===== src/rtl/pipeline_clk_gen.sv =====
// +----------------------------------------------------------------------+
// | pipeline_clk_gen: multi-channel runtime-programmable clock divider    |
// | Rev 1.0 - initial release                                             |
// +----------------------------------------------------------------------+
`default_nettype none

module pipeline_clk_gen #(
  parameter int CHANNELS  = 2,
  parameter int CNT_W     = 16,
  parameter int RESET_DIV = 18
) (
  input  logic                                                sysclk,
  input  logic                                                reset,
  input  logic [CHANNELS-1:0]                                 en,
  input  logic                                                cfg_valid,
  input  logic [((CHANNELS > 1) ? $clog2(CHANNELS) : 1)-1:0]  cfg_ch,
  input  logic [CNT_W-1:0]                                    cfg_div,
  output logic                                                cfg_ready,
  output logic                                                cfg_err,
  output logic [CHANNELS-1:0]                                 clk,
  output logic [CHANNELS-1:0]                                 tick,
  output logic [CHANNELS-1:0]                                 running
);

  localparam logic [0:0]       ST_RUN  = 1'b0;
  localparam logic [0:0]       ST_PARK = 1'b1;
  localparam logic [CNT_W-1:0] DIV_RST = CNT_W'(RESET_DIV);
  localparam logic [CNT_W-1:0] ONE     = CNT_W'(1);
  localparam logic [CNT_W-1:0] TWO     = CNT_W'(2);

  logic [31:0]         ch_idx;
  logic                ch_ok;
  logic [CHANNELS-1:0] sel;
  logic [CHANNELS-1:0] pend;
  logic                accept;
  logic                bad;
  logic                good;

  // Out-of-range channels report ready so the error path can answer them.
  assign ch_idx    = 32'(cfg_ch);
  assign ch_ok     = ch_idx < 32'(CHANNELS);
  assign cfg_ready = !ch_ok || !(|(sel & pend));
  assign accept    = cfg_valid && cfg_ready;
  assign bad       = accept && (!ch_ok || (cfg_div < TWO));
  assign good      = accept && !bad;

  always_ff @(posedge sysclk or posedge reset) begin
    if (reset) begin
      cfg_err <= 1'b0;
    end else begin
      cfg_err <= bad;
    end
  end

  generate
    for (genvar i = 0; i < CHANNELS; i++) begin : g_ch
      logic [0:0]       state, state_n;
      logic [CNT_W-1:0] cnt, cnt_n;
      logic [CNT_W-1:0] div, div_n;
      logic [CNT_W-1:0] pdiv, pdiv_n;
      logic [CNT_W-1:0] half_n;
      logic             pend_q, pend_n;
      logic             clk_q, tick_q, run_q;
      logic             wr;

      assign sel[i]     = (ch_idx == 32'(i));
      assign wr         = good && sel[i];
      assign pend[i]    = pend_q;
      assign clk[i]     = clk_q;
      assign tick[i]    = tick_q;
      assign running[i] = run_q;

      always_comb begin
        state_n = state;
        cnt_n   = cnt;
        div_n   = div;
        pdiv_n  = pdiv;
        pend_n  = pend_q;
        if (wr) begin
          pend_n = 1'b1;
          pdiv_n = cfg_div;
        end
        if (state == ST_RUN) begin
          if (cnt == div - ONE) begin
            cnt_n = '0;
            if (pend_q) begin
              div_n  = pdiv;
              pend_n = 1'b0;
            end else if (wr) begin
              div_n  = cfg_div;
              pend_n = 1'b0;
            end
            if (!en[i]) begin
              state_n = ST_PARK;
            end
          end else begin
            cnt_n = cnt + ONE;
          end
        end else begin
          cnt_n = '0;
          if (wr) begin
            div_n  = cfg_div;
            pend_n = 1'b0;
          end
          // The enable cycle itself counts as the first high cycle.
          if (en[i]) begin
            state_n = ST_RUN;
            cnt_n   = ONE;
          end
        end
        half_n = (div_n >> 1) + {{(CNT_W-1){1'b0}}, div_n[0]};
      end

      always_ff @(posedge sysclk or posedge reset) begin
        if (reset) begin
          state  <= ST_RUN;
          cnt    <= '0;
          div    <= DIV_RST;
          pdiv   <= '0;
          pend_q <= 1'b0;
          clk_q  <= 1'b1;
          tick_q <= 1'b0;
          run_q  <= 1'b1;
        end else begin
          state  <= state_n;
          cnt    <= cnt_n;
          div    <= div_n;
          pdiv   <= pdiv_n;
          pend_q <= pend_n;
          clk_q  <= (state_n == ST_PARK) || (cnt_n < half_n);
          tick_q <= (state_n == ST_RUN) && (cnt_n == div_n - ONE);
          run_q  <= (state_n == ST_RUN);
        end
      end
    end
  endgenerate

endmodule

`default_nettype wire


===== config.mk =====
export PLATFORM = sky130hd
export DESIGN_NAME = pipeline_clk_gen
export DESIGN_NICKNAME = d
export VERILOG_FILES = /design/src/rtl/pipeline_clk_gen.sv
export SDC_FILE = /design/constraint.sdc
export NUM_CORES = 1
export LEC_CHECK = 0
export ABC_CLOCK_PERIOD_IN_PS = 5200
export CORE_AREA = 5 5 107 185
export DETAILED_ROUTE_END_ITERATION = 10
export DIE_AREA = 0 0 112 190
export PLACE_DENSITY = 0.78
export SYNTH_ARGS = -nofsm -noshare
export SYNTH_HDL_FRONTEND = slang
export SYNTH_SLANG_ARGS = --single-unit

===== constraint.sdc =====
create_clock -name sysclk -period 5.2 [get_ports sysclk]
set_input_delay 0.78 -clock sysclk [delete_from_list [all_inputs] [get_ports sysclk]]
set_output_delay 0.78 -clock sysclk [all_outputs]
set_load 0.05 [all_outputs]

==> results of run 1 <==
==> power groups by stage <==
stage	Clock (mW)	Combinational (mW)	Sequential [mW]
floorplan	0	0.658	1.06
global placement	0	0.947	1.10
detailed placement	0	0.968	1.11
CTS	0.696	0.976	1.09
global route	0.727	1.14	1.12
finish	0.691	1.04	1.10
==> synth_stat cells (all sizes together), types with 5 or more instances <==
| cell type | n | area share (%) |
|---|---|---|
| a211oi | 7 | 0.59 |
| a21boi | 9 | 0.76 |
| a21o | 7 | 0.59 |
| a21oi | 41 | 2.3 |
| a311oi | 5 | 0.56 |
| a31oi | 18 | 1.3 |
| a32oi | 5 | 0.49 |
| a41oi | 15 | 1.5 |
| and2 | 11 | 0.77 |
| and3 | 21 | 1.5 |
| and4 | 6 | 0.59 |
| buf | 25 | 1.9 |
| clkbuf | 37 | 1.6 |
| dfrtp | 99 | 28 |
| dfstp | 8 | 2.4 |
| ha | 34 | 4.8 |
| inv | 46 | 1.9 |
| mux2 | 8 | 1.0 |
| mux2i | 22 | 2.5 |
| nand2 | 153 | 6.5 |
| nand2b | 16 | 1.1 |
| nand3 | 43 | 2.5 |
| nand4 | 31 | 2.4 |
| nor2 | 72 | 3.0 |
| nor2b | 13 | 0.91 |
| nor3 | 24 | 1.6 |
| nor3b | 6 | 0.51 |
| nor4 | 21 | 2.0 |
| o21ai | 45 | 2.5 |
| o221ai | 5 | 0.56 |
| o22ai | 7 | 0.49 |
| o311ai | 7 | 0.86 |
| o31ai | 6 | 0.51 |
| or2 | 6 | 0.42 |
| or3 | 8 | 0.62 |
| or4 | 7 | 0.59 |
| xnor2 | 60 | 5.9 |
| xor2 | 51 | 5.0 |
==> final cells by class <==
cell class / count / area (sq um)
Clock inverter: 5 / 47.55
Multi-Input combinational cell: 856 / 6006
Fill cell: 1550 / 7079
Inverter: 46 / 175.2
Timing Repair Buffer: 216 / 1714
Tap cell: 238 / 297.8
Clock buffer: 11 / 242.7
Sequential cell: 107 / 2688
==> routing by layer <==
metal	part of all wire, %	GRT usage, %
met5	0	0
met4	12	26.47
met3	5.1	3.565
met2	51	55.34
met1	32	27.62
==> cells by family after synthesis <==
logic type               after synthesis  share of synthesized area (%)
multiplexers                          30                          3.486
buffers and inverters                108                          5.398
AO/OA/AOI/OAI                        228                          18.70
flip-flops                           107                          30.19
AND/OR/NAND/NOR                      453                          26.53
adder cells (fa/ha/maj)               34                          4.779
XOR/XNOR                             111                          10.92
==> worst paths after layout <==
| path | startpoint | end | slack, ns | depth (start not counted) |
|---|---|---|---|---|
| worst min-delay path | g_ch[0].pdiv[11]$_DFFE_PP0P_ | g_ch[0].pdiv[11]$_DFFE_PP0P_ | 0.47 | 2 |
| worst min register to register | g_ch[0].pdiv[11]$_DFFE_PP0P_ | g_ch[0].pdiv[11]$_DFFE_PP0P_ | 0.47 | 2 |
| worst max-delay path | g_ch[1].div[0]$_DFF_PP0_ | g_ch[1].clk_q$_DFF_PP1_ | 0.11 | 26 |
| min in group asynchronous | reset | g_ch[0].pdiv[9]$_DFFE_PP0P_ | 0.81 | 2 |
| max in group asynchronous | reset | g_ch[1].div[1]$_DFF_PP1_ | 3.45 | 3 |
| worst max register to register | g_ch[1].div[0]$_DFF_PP0_ | g_ch[1].clk_q$_DFF_PP1_ | 0.11 | 26 |
==> sequential cells by signal, summed over array words and instances, names as in the netlist <==
| register | flops |
|---|---|
| g_ch.pdiv | 32 |
| g_ch.run_q | 2 |
| g_ch.div | 32 |
| cfg_err | 1 |
| g_ch.cnt | 32 |
| g_ch.state | 2 |
| g_ch.pend_q | 2 |
| g_ch.tick_q | 2 |
| g_ch.clk_q | 2 |
==> critical path, delay by kind of cell (launching register included) <==
| kind | cells | cell delay [ns] |
|---|---|---|
| AOI/OAI and AO/OA | 8 | 1.55 |
| xor gates and xnor gates | 1 | 0.13 |
| adders and majority gates | 2 | 0.50 |
| buffers and inverters | 6 | 0.82 |
| DFF | 1 | 0.38 |
| and+or+nand+nor | 9 | 1.61 |
==> metrics by stage <==
step	power, mW	cells	hold slack, ns	setup WS [ns]
2_1_floorplan	1.719	1071	0.4374	0.02162
4_1_cts	2.766	1466	0.4751	-0.04955
6_report	2.830	1479	0.4720	0.1092
3_3_place_gp	2.051	1450	0.4535	-0.08527
5_1_grt	2.989	1479	0.5024	-0.2396
3_5_place_dp	2.074	1450	0.4545	-0.2066
==> cells in the final DEF (no fill, tap or decap), types with 21 or more instances in the layout <==
master / count
a21oi_1: 36
and3_1: 21
buf_4: 184
clkdlybuf4s50_1: 29
dfrtp_1: 99
ha_1: 33
inv_1: 43
mux2i_1: 22
nand2_1: 151
nand3_1: 41
nand4_1: 29
nor2_1: 72
o21ai_0: 38
xnor2_1: 60
xor2_1: 51
==> repair_timing <==
item                                    CTS  global route
pin swaps                                 1            21
gates resized for setup                   4            49
buffers inserted                          0            13
endpoints found under the setup margin    2             2
==> flow_summary.ini, run 1 <==
[timing]
finalHoldViolations = 0
setup_tns_ns = 0
finalClockSkew_ns = 0.01841
fmax_mhz = 196.4
min_period_ns = 5.091
finalSetupViolCount = 0
worstMarginPinSlew_ns = 0.7046
final_max_slew_viol_count = 0
slew_headroom_pct = 52.59
fin_crit_sh_pct = 97.90
rsz0062_at_grt = yes

[floorplan]
die_y_um = 190
die-area_sq_um = 21280
start_util_pct = 48.77
coreArea_sq_um = 18250
io_pins = 30
die_w_um = 112
std_cell_rows = 66

[placement]
numPortBuffers = 29
place_area_sq_um = 10490
place_hpwl_um = 25080
gp_congestion = 1.057

[layout]
final_core_util_pct = 61.21
syn_to_final_growth_pct = 25.50
stdcell_area_sq_um = 11170
nets = 1292
drive_gt1_share_pct = 23.05
antenna_cells = 0

[routing]
vias = 9332
avgRoutedWirePerCell_um = 21.61
drt_wl_total_um = 31970
viasPerCell = 6.310
drc = 0
drtIter0Drc = 788
ant_nets = 0
detail_route.first_pass.iterations = 6

[hold_path]
hold_path_class = reg2reg

[global_routing]
grt_pass1_wl_um = 49490
overflow = 0
antenna_found_initial = 0
first_global_vias = 9422
grt_usage_pct = 29.64
grt_start_max_net_pins = 42

[cts]
cts_made_buffers = 9
tritoncts = yes
hold_buffers = 0
clk_pin_slew_ns = 0.09
cts_sinks = 107
root_buffer = clkbuf_16
clk_latency_ns = 0.36
clockBufferDepth = 2
htree_num_levels = 3

[power_and_ir_drop]
p_switching_mw = 1.070
p_int_mw = 1.760
switching_share_pct = 37.80
pwr-share-clk_pct = 24.4
seqPwrFrac_pct = 38.9
cellPowerDensity_nw_per_um2 = 253.3
comb_power_share_pct = 36.7
ir_drop_mv = 0.1597
p_leak_nw = 4.926

[critical_path]
crit_path_end_kind = flip-flop
cp_slowest_cell = o41ai_1
cpPeakStageDelay_ns = 0.52
cpMostUsedCell = buf_4
worstPathMaxFanout = 6
worstPathRequired_ns = 5.47
setup.worst_path.start_class = flip-flop
arrival_ns = 5.36
worstSetupPathType = reg2reg

[synthesis]
synth_edf_count = 0
seq_area_frac_synth_pct = 30.19
ys_types = 89
synth-async-reset-ratio_pct = 100.0
ys_warn_count = 0
yosys_register_bits = 107
synth_ff_type = dfrtp_1
synthesis.area_sq_um = 8901
synth_area_per_cell_sq_um = 8.311
synth_cells = 1071
syn-num-nets = 1127

[job]
max-cap-violations = 0

[status]
outcome = completed
(Power assumes the default switching activity.)
==> run 2, diff against run 1 <==
Settings changed: ABC_AREA from default to 0.
==> results of run 2 <==
Final layout, timing and power as in run 1 (identical DEF).
